`src/rtl/store_buffer_if.sv`:
```
// Store request, load-check and data-memory write bundle for store_buffer.
// master = pipeline/memory side, slave = the store buffer.
interface store_buffer_if;
    logic        st_valid;
    logic [31:0] st_addr;
    logic [31:0] st_data;
    logic [2:0]  st_funct3;
    logic        st_ready;
    logic        st_err;
    logic        ld_check;
    logic [31:0] ld_addr;
    logic        ld_conflict;
    logic        mem_we;
    logic [31:0] mem_addr;
    logic [31:0] mem_wdata;
    logic [3:0]  mem_be;
    logic        mem_ack;
    logic        empty;

    modport master (
        output st_valid, st_addr, st_data, st_funct3,
        output ld_check, ld_addr, mem_ack,
        input  st_ready, st_err, ld_conflict,
        input  mem_we, mem_addr, mem_wdata, mem_be, empty
    );

    modport slave (
        input  st_valid, st_addr, st_data, st_funct3,
        input  ld_check, ld_addr, mem_ack,
        output st_ready, st_err, ld_conflict,
        output mem_we, mem_addr, mem_wdata, mem_be, empty
    );
endinterface

```
`src/rtl/store_buffer.sv`:
```
// Store buffer: aligns SB/SH/SW into byte lanes, queues them in a FIFO,
// drains to data memory and flags loads that hit a pending store word.
module store_buffer #(
    parameter int DEPTH = 4
) (
    input logic         clk,
    input logic         rst_n,
    store_buffer_if.slave bus
);
    localparam int AW = $clog2(DEPTH);
    localparam int CW = AW + 1;

    typedef struct packed {
        logic [29:0] wa;
        logic [31:0] data;
        logic [3:0]  be;
    } entry_t;

    typedef enum logic {IDLE, WRITE} state_t;

    state_t        state_q, state_d;
    entry_t        fifo_q [DEPTH];
    entry_t        fifo_d [DEPTH];
    logic [AW-1:0] wr_ptr_q, wr_ptr_d;
    logic [AW-1:0] rd_ptr_q, rd_ptr_d;
    logic [CW-1:0] count_q, count_d;
    logic          err_q, err_d;
    logic          we_q, we_d;
    logic [31:0]   addr_q, addr_d;
    logic [31:0]   wdata_q, wdata_d;
    logic [3:0]    be_q, be_d;

    logic          is_sb, is_sh, is_sw;
    logic          legal, full, enq, pop;
    logic [31:0]   al_data;
    logic [3:0]    al_be;
    logic [DEPTH-1:0] hit;
    logic          unused_ok;

    assign is_sb = bus.st_funct3 == 3'b000;
    assign is_sh = bus.st_funct3 == 3'b001;
    assign is_sw = bus.st_funct3 == 3'b010;

    always_comb begin
        legal   = 1'b0;
        al_data = '0;
        al_be   = '0;
        unique case (1'b1)
            is_sb: begin
                legal   = 1'b1;
                al_be   = 4'b0001 << bus.st_addr[1:0];
                al_data = {4{bus.st_data[7:0]}};
            end
            is_sh: begin
                legal   = ~bus.st_addr[0];
                al_be   = bus.st_addr[1] ? 4'b1100 : 4'b0011;
                al_data = {2{bus.st_data[15:0]}};
            end
            is_sw: begin
                legal   = bus.st_addr[1:0] == 2'b00;
                al_be   = 4'b1111;
                al_data = bus.st_data;
            end
            default: ;
        endcase
    end

    assign full = count_q == CW'(DEPTH);
    assign enq  = bus.st_valid && !full && legal;
    assign pop  = (state_q == WRITE) && bus.mem_ack;

    always_comb begin
        fifo_d   = fifo_q;
        wr_ptr_d = wr_ptr_q;
        rd_ptr_d = rd_ptr_q;
        err_d    = bus.st_valid && !full && !legal;
        state_d  = state_q;
        we_d     = we_q;
        addr_d   = addr_q;
        wdata_d  = wdata_q;
        be_d     = be_q;
        if (enq) begin
            fifo_d[wr_ptr_q] = '{wa: bus.st_addr[31:2], data: al_data, be: al_be};
            wr_ptr_d = wr_ptr_q + 1'b1;
        end
        if (pop) rd_ptr_d = rd_ptr_q + 1'b1;
        count_d = count_q + CW'(enq) - CW'(pop);
        // The head stays queued while in flight so loads still see it.
        unique case (state_q)
            IDLE: begin
                if (count_q != '0) begin
                    addr_d  = {fifo_q[rd_ptr_q].wa, 2'b00};
                    wdata_d = fifo_q[rd_ptr_q].data;
                    be_d    = fifo_q[rd_ptr_q].be;
                    we_d    = 1'b1;
                    state_d = WRITE;
                end
            end
            WRITE: begin
                if (bus.mem_ack) begin
                    we_d    = 1'b0;
                    state_d = IDLE;
                end
            end
        endcase
    end

    always_comb begin
        hit = '0;
        for (int i = 0; i < DEPTH; i++) begin
            logic [AW-1:0] off;
            off = AW'(i) - rd_ptr_q;
            hit[i] = ({1'b0, off} < count_q) &&
                     (fifo_q[i].wa == bus.ld_addr[31:2]);
        end
    end

    always_ff @(posedge clk or negedge rst_n) begin
        if (!rst_n) begin
            for (int i = 0; i < DEPTH; i++) fifo_q[i] <= '0;
            state_q  <= IDLE;
            wr_ptr_q <= '0;
            rd_ptr_q <= '0;
            count_q  <= '0;
            err_q    <= 1'b0;
            we_q     <= 1'b0;
            addr_q   <= '0;
            wdata_q  <= '0;
            be_q     <= '0;
        end else begin
            fifo_q   <= fifo_d;
            state_q  <= state_d;
            wr_ptr_q <= wr_ptr_d;
            rd_ptr_q <= rd_ptr_d;
            count_q  <= count_d;
            err_q    <= err_d;
            we_q     <= we_d;
            addr_q   <= addr_d;
            wdata_q  <= wdata_d;
            be_q     <= be_d;
        end
    end

    assign bus.st_ready    = !full;
    assign bus.st_err      = err_q;
    assign bus.empty       = count_q == '0;
    assign bus.ld_conflict = bus.ld_check && |hit;
    assign bus.mem_we      = we_q;
    assign bus.mem_addr    = addr_q;
    assign bus.mem_wdata   = wdata_q;
    assign bus.mem_be      = be_q;

    assign unused_ok = &{1'b0, bus.ld_addr[1:0]};
endmodule

```
`src/flat_wrapper.sv`:
```
// flat-port wrapper written by rule: the top's interface ports become plain ports
module store_buffer_flat 
#(
    parameter int DEPTH = 4
)
  (clk, rst_n, bus_st_valid, bus_st_addr, bus_st_data, bus_st_funct3, bus_ld_check, bus_ld_addr, bus_mem_ack, bus_st_ready, bus_st_err, bus_ld_conflict, bus_mem_we, bus_mem_addr, bus_mem_wdata, bus_mem_be, bus_empty);
  store_buffer_if bus_i ();
  input logic clk;
  input logic rst_n;
  input wire logic [$bits(bus_i.st_valid)-1:0] bus_st_valid;
  input wire logic [$bits(bus_i.st_addr)-1:0] bus_st_addr;
  input wire logic [$bits(bus_i.st_data)-1:0] bus_st_data;
  input wire logic [$bits(bus_i.st_funct3)-1:0] bus_st_funct3;
  input wire logic [$bits(bus_i.ld_check)-1:0] bus_ld_check;
  input wire logic [$bits(bus_i.ld_addr)-1:0] bus_ld_addr;
  input wire logic [$bits(bus_i.mem_ack)-1:0] bus_mem_ack;
  output wire logic [$bits(bus_i.st_ready)-1:0] bus_st_ready;
  output wire logic [$bits(bus_i.st_err)-1:0] bus_st_err;
  output wire logic [$bits(bus_i.ld_conflict)-1:0] bus_ld_conflict;
  output wire logic [$bits(bus_i.mem_we)-1:0] bus_mem_we;
  output wire logic [$bits(bus_i.mem_addr)-1:0] bus_mem_addr;
  output wire logic [$bits(bus_i.mem_wdata)-1:0] bus_mem_wdata;
  output wire logic [$bits(bus_i.mem_be)-1:0] bus_mem_be;
  output wire logic [$bits(bus_i.empty)-1:0] bus_empty;
  assign bus_i.st_valid = bus_st_valid;
  assign bus_i.st_addr = bus_st_addr;
  assign bus_i.st_data = bus_st_data;
  assign bus_i.st_funct3 = bus_st_funct3;
  assign bus_i.ld_check = bus_ld_check;
  assign bus_i.ld_addr = bus_ld_addr;
  assign bus_i.mem_ack = bus_mem_ack;
  assign bus_st_ready = bus_i.st_ready;
  assign bus_st_err = bus_i.st_err;
  assign bus_ld_conflict = bus_i.ld_conflict;
  assign bus_mem_we = bus_i.mem_we;
  assign bus_mem_addr = bus_i.mem_addr;
  assign bus_mem_wdata = bus_i.mem_wdata;
  assign bus_mem_be = bus_i.mem_be;
  assign bus_empty = bus_i.empty;
  store_buffer #(.DEPTH(DEPTH)) u_core (.clk(clk), .rst_n(rst_n), .bus(bus_i));
endmodule
```
`config.mk`:
```
export PLATFORM = sky130hd
export DESIGN_NAME = store_buffer_flat
export DESIGN_NICKNAME = d
export VERILOG_FILES = /design/src/rtl/store_buffer_if.sv /design/src/rtl/store_buffer.sv /design/src/flat_wrapper.sv
export SDC_FILE = /design/constraint.sdc
export NUM_CORES = 1
export LEC_CHECK = 0
export CAP_MARGIN = 20
export CORE_ASPECT_RATIO = 0.9
export CORE_MARGIN = 2
export CORE_UTILIZATION = 61
export CTS_CLUSTER_SIZE = 25
export DETAILED_ROUTE_END_ITERATION = 8
export GPL_TIMING_DRIVEN = 0
export PLACE_DENSITY = 0.95
export SYNTH_ARGS = -nofsm -noshare
export SYNTH_HDL_FRONTEND = slang
export SYNTH_SLANG_ARGS = --single-unit
```
`constraint.sdc`:
```
create_clock -name clk -period 5.2 [get_ports clk]
set_clock_uncertainty 0.1 [all_clocks]
set_input_delay 0.52 -clock clk [delete_from_list [all_inputs] [get_ports clk]]
set_output_delay 0.52 -clock clk [all_outputs]
set_load 0.01 [all_outputs]
```
==> run metrics, run 1 <==
die extent in x between 150 and 200 um; Worst Hold Class register to register; CP arrival ~4.3 ns; Tcrit/Tclk final 94.18%; Root Driver clkbuf_16; row count 56; Critical Path Start Type register; Worst Tran Pin Value between 1 and 1.5 ns; Detailed Route WL approximately 42000 um; Crit Path Category register to primary output; Hold Buf Count CTS 1; Setup Buffers After CTS 0; R2R depth 6; n_diodes 0; final hold slack approximately 0.38 ns; RePlAce Congestion between 0.9 and 1; Die Ht roughly 160 um; relative slew slack 31.94%; Routed Antenna Nets 0; routed len/inst ~24 um; Post-synth top flop dfrtp_1; first-pass GRT wire length between 60000 and 70000 um; Critical Path Max Stage Delay between 0.7 and 0.8 ns; drt pass-1 iters 5; Reg clk slew, reported paths roughly 0.060 ns; synthesized area about 16000 sq um; commonest non-fill, non-tap cell in the layout dfrtp_1; clock tree sinks 340; Leakage 0.008896 uW; Layout area overhead 21.13%; Num CTS Buffers 35; Post-synth ARST share 100.0%; fmax 0.2042 GHz; fin. max-slew vios 0; setup repair after global routing missed its margin no; crit path cell chain clkbuf_1 > buf_1 > buf_2 > xor2_1 > inv_1 > ha_1 > a21oi_1 > nand4_1 > a2111oi_0 > or4_1 > clkdlybuf4s50_1; largest net degree at the start of global routing ~110; layout cell share with drive strength beyond 1 23.47%; fin cells between 1500 and 2000; DRC 0; Hold Path Cell Cnt 2; GR Overflow Total 0; Crit path buffers/inverters 5; min Tclk post-route a little under 5 ns; status finished, final reports clean; number of DRC markers in iteration 0 between 1000 and 1500; leading area contributor after synthesis dfrtp_1; Power Density between 500 and 600 nW/um^2; setup_tns 0 ns; dpl cell area 18390 sq um; count of final setup violators 0; Area contributors post-synth dfrtp_1 53%, mux2_2 11%, mux2_1 9.5%, mux4_2 9.2%, xor2_1 6.1%; # IOs between 150 and 200; nature of the critical path endpoint primary output; Final HPWL DP 30370 um; routed vias/inst about 6.2; YS warnings 0; CTS tree done; Post-synth EDFFs 0; total track usage between 30% and 40%; max-cap viol count 0; Initial Utilization around three fifths; core area approximately 26000 sq um; placed cells 1674; Seq/Total Area, Yosys a little over half; # H-tree levels 2; most frequent cells in the layout 340 x dfrtp_1, 170 x clkdlybuf4s50_1, 162 x mux2_2; Cells after Synth between 1000 and 1500; vias in the first global route roughly 11000; fin area slightly below 20000 sq um; critical path depth 11; Slowest-stage cell, CP buf_1; clk_lat worst skew about 0.52 ns; Seq cells post-synth between 300 and 400; initial antenna violation count 3; Syn Area/Cell 14.03 sq um; fin nets 1480; CTS resizes 0; top cell type's share of synthesized area 52.69%; VDD IR max 0.0004259 V; library cells used by synthesis 34; total number of vias roughly 11000; Top delay family on crit path buffers and inverters; Port Buffers 171; Critical Path RT ~4.6 ns; Die ar. 27790 sq um; final hold violation count 0; Crit Path Max Fanout 10; CTS Buffer Depth 3
power by group:
group / leakage (uW) / internal [uW] / switching [uW] / total [uW]
Sequential: 0.00440 / 3840 / 859 / 4690
Combinational: 0.00391 / 2290 / 1880 / 4170
Clock: 0.000580 / 1510 / 1040 / 2540
layer usage:
metal | track usage [%] | share of wire (%)
met2 | 49.64 | 48
met3 | 7.498 | 8.2
met1 | 42.29 | 40
met5 | 0 | 0.087
met4 | 12.28 | 3.8
worst register-to-register path, stage by stage (launching register included):
cell and delay (ns):
dfrtp_1 0.47, nor3b_1 0.77, a2111oi_4 0.22, nand2_1 0.17
buf_2 0.32, buf_2 0.40, mux2_1 0.40
logic make-up after synthesis:
family	Yosys count	synth area share [%]
xor+xnor	126	6.835
other cells	1	0.02322
fa+ha+maj	11	0.8989
mux	372	30.48
buf+inv	83	2.170
compound gates	76	2.635
flops	340	52.69
simple gates	142	4.262
registers in the layout, summed over array words and instances (netlist names), 2 cells and up:
register / cells
u_core.bus.mem_be: 4
u_core.rd_ptr_q: 2
u_core.bus.mem_wdata: 32
u_core.bus.mem_addr: 30
u_core.wr_ptr_q: 2
u_core.count_q: 3
u_core.fifo_q: 264
worst paths after layout:
kind	from	end	slack [ns]
setup reg to reg	u_core.count_q[2]$_DFF_PN0_	u_core.fifo_q[157]$_DFFE_PN0P_	2.21
hold / removal	u_core.fifo_q[209]$_DFFE_PN0P_	u_core.fifo_q[209]$_DFFE_PN0P_	0.38
setup / recovery	u_core.rd_ptr_q[0]$_DFFE_PN0P_	bus_ld_conflict	0.30
max in group asynchronous	rst_n	u_core.bus.mem_addr[24]$_DFFE_PN0P_	3.40
min in group asynchronous	rst_n	u_core.fifo_q[223]$_DFFE_PN0P_	0.41
hold reg to reg	u_core.fifo_q[209]$_DFFE_PN0P_	u_core.fifo_q[209]$_DFFE_PN0P_	0.38
Yosys cell counts (9+ instances only):
| library cell | n |
|---|---|
| dfrtp_1 | 340 |
| mux2_2 | 162 |
| mux2_1 | 136 |
| xor2_1 | 113 |
| mux4_2 | 66 |
| nand2_1 | 62 |
| a21oi_1 | 35 |
| o21ai_0 | 33 |
| clkbuf_1 | 32 |
| buf_2 | 25 |
| nor4_1 | 24 |
| inv_1 | 15 |
| nor2_1 | 14 |
| xnor2_1 | 13 |
| nor2b_1 | 11 |
| ha_1 | 10 |
| buf_1 | 9 |
area by class of cell:
type,instances,area (sq um)
fill,1501,6506
sequential,340,8508
clock inverter,17,188.9
tap,348,435.4
buffer,68,294.0
timing repair buffer,176,1824
multi-input combinational,729,7292
inverter,15,56.30
clock buffer,44,959.7
stage by stage:
step | power (uW) | utilization, % | setup WS [ns]
finish | 11410 | 75.04 | 0.3027
detailed placement | 8780 | 70.54 | 0.8700
floorplan | 7186 | - | 2.125
CTS | 11360 | 74.98 | 0.3106
global route | 11920 | 75.04 | 0.02443
global placement | 8525 | 70.20 | -10.77
(Power assumes the default switching activity.)
==> inputs of run 2 (changes only) <==
==> constraint.sdc (replaced) <==
create_clock -name clk -period 5.9 [get_ports clk]
set_clock_uncertainty 0.1 [all_clocks]
set_input_delay 0.59 -clock clk [delete_from_list [all_inputs] [get_ports clk]]
set_output_delay 0.59 -clock clk [all_outputs]
set_load 0.01 [all_outputs]
==> results of run 2 <==
The final DEF is identical to that of run 1. Status: finished, final reports clean.
Main changes from that run: setup slack after placement 0.8700 ns -> 1.500 ns; setup slack after layout 0.3027 ns -> 0.9327 ns; register-to-register setup slack 2.21 ns -> 2.91 ns; total power 11410 uW -> 10060 uW; worst IR drop on VDD 0.0004259 V -> 0.0003753 V
==> inputs of run 3 (changes only) <==
--- a/config.mk
+++ b/config.mk
@@ -8,11 +8,11 @@
 export CAP_MARGIN = 20
 export CORE_ASPECT_RATIO = 0.9
 export CORE_MARGIN = 2
-export CORE_UTILIZATION = 61
+export CORE_UTILIZATION = 51
 export CTS_CLUSTER_SIZE = 25
 export DETAILED_ROUTE_END_ITERATION = 8
 export GPL_TIMING_DRIVEN = 0
-export PLACE_DENSITY = 0.95
+export PLACE_DENSITY = 0.87
 export SYNTH_ARGS = -nofsm -noshare
 export SYNTH_HDL_FRONTEND = slang
 export SYNTH_SLANG_ARGS = --single-unit
==> constraint.sdc (replaced) <==
create_clock -name clk -period 4.45 [get_ports clk]
set_clock_uncertainty 0.1 [all_clocks]
set_input_delay 0.445 -clock clk [delete_from_list [all_inputs] [get_ports clk]]
set_output_delay 0.445 -clock clk [all_outputs]
set_load 0.01 [all_outputs]
==> run metrics, run 3 (synthesis gave the netlist of run 1 again) <==
status finished, final reports clean (unchanged); routing usage on met1 37.76% (was 42.29%); Detailed Route WL 42380 um (was 42480 um); CTS Buffer Depth 3 (unchanged); Power Density 677.7 nW/um^2 (was 514.1 nW/um^2); final worst slack 0.2598 ns (was 0.9327 ns); initial antenna violation count 1 (was 3); RR Startpoint u_core.rd_ptr_q[1]$_DFFE_PN0P_ (was u_core.count_q[2]$_DFF_PN0_); Tcrit/Tclk final between 90% and 100%; Worst Hold Class input pin to asynchronous set/reset pin (was register to register); Critical Path RT 3.90 ns (was 5.21 ns); Crit Path Max Fanout 10 (unchanged); placed cells 1735 (was 1674); Root Driver clkbuf_16 (unchanged); Routed Antenna Nets 0 (unchanged); Final HPWL DP 30610 um (was 30370 um); Reg clk slew, reported paths 0.06 ns (about the same); VDD IR max 0.0002816 V (was 0.0003753 V); count of final setup violators 0 (unchanged); clock tree sinks 340 (unchanged); Reg with most FFs u_core.fifo_q (unchanged); fin cells 1798 (was 1737); Initial Utilization 51.98% (was 61.95%); Die Ht 172.8 um (was 158.3 um); largest net degree at the start of global routing 95 (was 114); Layout area overhead 21.74% (was 21.13%); max reg flops 264 (unchanged); nature of the critical path endpoint primary output (unchanged); drt pass-1 iters 7 (was 5); Crit Path Category register to primary output (unchanged); Total Power 13320 uW (was 10060 uW); number of DRC markers in iteration 0 916 (was 1019); # H-tree levels 2 (unchanged); total track usage 26.18% (was 31.25%); core area 31060 sq um (was 26070 sq um); fin nets 1479 (was 1480); fin. max-slew vios 0 (unchanged); Slowest-stage cell, CP buf_1 (unchanged); row count 61 (was 56); fmax 0.2387 GHz; Top delay family on crit path buffers and inverters (unchanged); RePlAce Congestion 0.9133 (was 0.9684); max-cap viol count 0 (unchanged); total number of vias 10630 (was 10790); die extent in x 191.6 um (was 175.5 um); Leakage 0.008890 uW (was 0.008896 uW); routed len/inst 23.57 um (was 24.46 um); Port Buffers 171 (unchanged); Worst Tran Pin Value 1.093 ns (was 1.021 ns); CTS tree done (unchanged); GRT busiest layer met2 (unchanged); crit path cell chain clkbuf_1 > buf_1 > xor2_1 > inv_1 > ha_1 > a21oi_1 > nand4_1 > a2111oi_0 > or4_1 > clkdlybuf4s50_1 (was clkbuf_1 > buf_1 > buf_2 > xor2_1 > inv_1 > ha_1 > a21oi_1 > nand4_1 > a2111oi_0 > or4_1 > clkdlybuf4s50_1); # IOs 177 (unchanged); min Tclk post-route between 4 and 5 ns; DRC 0 (unchanged); GR Overflow Total 0 (unchanged); layout cell share with drive strength beyond 1 23.05% (was 23.47%); final hold violation count 0 (unchanged); M3 GR Usage 4.648% (was 7.498%); final hold slack 0.3640 ns (was 0.3841 ns); Crit path buffers/inverters 4 (was 5); routed vias/inst 5.909 (was 6.214); Critical Path Start u_core.rd_ptr_q[1]$_DFFE_PN0P_ (was u_core.rd_ptr_q[0]$_DFFE_PN0P_); Num CTS Buffers 36 (was 35); worst slack, placed 0.1689 ns (was 1.500 ns); Critical Path Max Stage Delay 0.57 ns (was 0.74 ns); vias in the first global route 11260 (was 11310); relative slew slack 27.13% (was 31.94%); commonest non-fill, non-tap cell in the layout dfrtp_1 (unchanged); setup repair after global routing missed its margin no (unchanged); Critical Path Start Type register (unchanged); most frequent cells in the layout 340 x dfrtp_1, 170 x clkdlybuf4s50_1, 162 x mux2_2 (unchanged); Die ar. 33100 sq um (was 27790 sq um); Finished Core Util 63.28% (was 75.04%); first-pass GRT wire length 66030 um (was 65270 um); CP arrival 3.65 ns (was 4.28 ns); clk_lat worst skew 0.53 ns (was 0.52 ns); M2 GR Usage 40.57% (was 49.64%)
[run 3: changes by cell type in the layout (fill, tap and decap cells not counted), sizes merged]
cell    before  now
clkinv      12    4
buf         41   39
diode        0    1
bufinv       4    2
clkbuf      76   87
[run 3: path summary, 6_finish.rpt]
kind | to | slack, ns | cells past startpoint
worst min-delay path | u_core.fifo_q[26]$_DFFE_PN0P_ | 0.36 | 2
worst min register to register | u_core.fifo_q[77]$_DFFE_PN0P_ | 0.38 | 2
worst max register to register | u_core.bus.mem_addr[23]$_DFFE_PN0P_ | 1.46 | 5
min in group clk | u_core.fifo_q[77]$_DFFE_PN0P_ | 0.38 | 2
worst max-delay path | bus_ld_conflict | 0.26 | 10
max in group asynchronous | u_core.bus.mem_addr[20]$_DFFE_PN0P_ | 2.17 | 5
[run 3: worst register-to-register path: cells and delay by family (launching register included)]
family                 cells  cell delay (ns)
multiplexers               2             0.75
buffers and inverters      3             1.66
flip-flops                 1             0.36
[run 3: final cells by class]
cell class | count | area, sq um
antenna | 1 | 2.502
inverter | 15 | 56.30
buffer | 67 | 292.8
timing repair buffer | 175 | 1809
fill | 2182 | 11410
sequential | 340 | 8508
multi-input combinational | 729 | 7292
clock inverter | 7 | 100.1
tap | 409 | 511.7
clock buffer | 55 | 1085
[run 3: what timing repair did]
| item | in CTS | in global routing |
|---|---|---|
| gates resized for setup | 5 | 0 |
| buffers inserted | 0 | 0 |
| endpoints found under the hold margin | 71 | 0 |
| hold buffers | 1 | 0 |
| endpoints found under the setup margin | 1 | 1 |
[run 3: through the flow]
| stage | TNS, ns | area, sq um |
|---|---|---|
| after detailed placement | 0 | 18460 |
| after global routing | 0 | 19660 |
| after global placement | -3871.72 | 18370 |
| final | 0 | 19660 |
| after floorplan | 0 | 16150 |
| after CTS | 0 | 19660 |
[run 3: report_power, final]
group	switching (uW)	total [uW]	internal [uW]
logic	2170	4840	2670
registers	980	5460	4480
clock network	1220	3020	1800
[run 3: routing by layer]
metal	share of wire, %	vias to the layer above
met5	0	-
met4	3.1	0
met3	6.6	89
met2	47	389
met1	44	5578
li1	-	4569
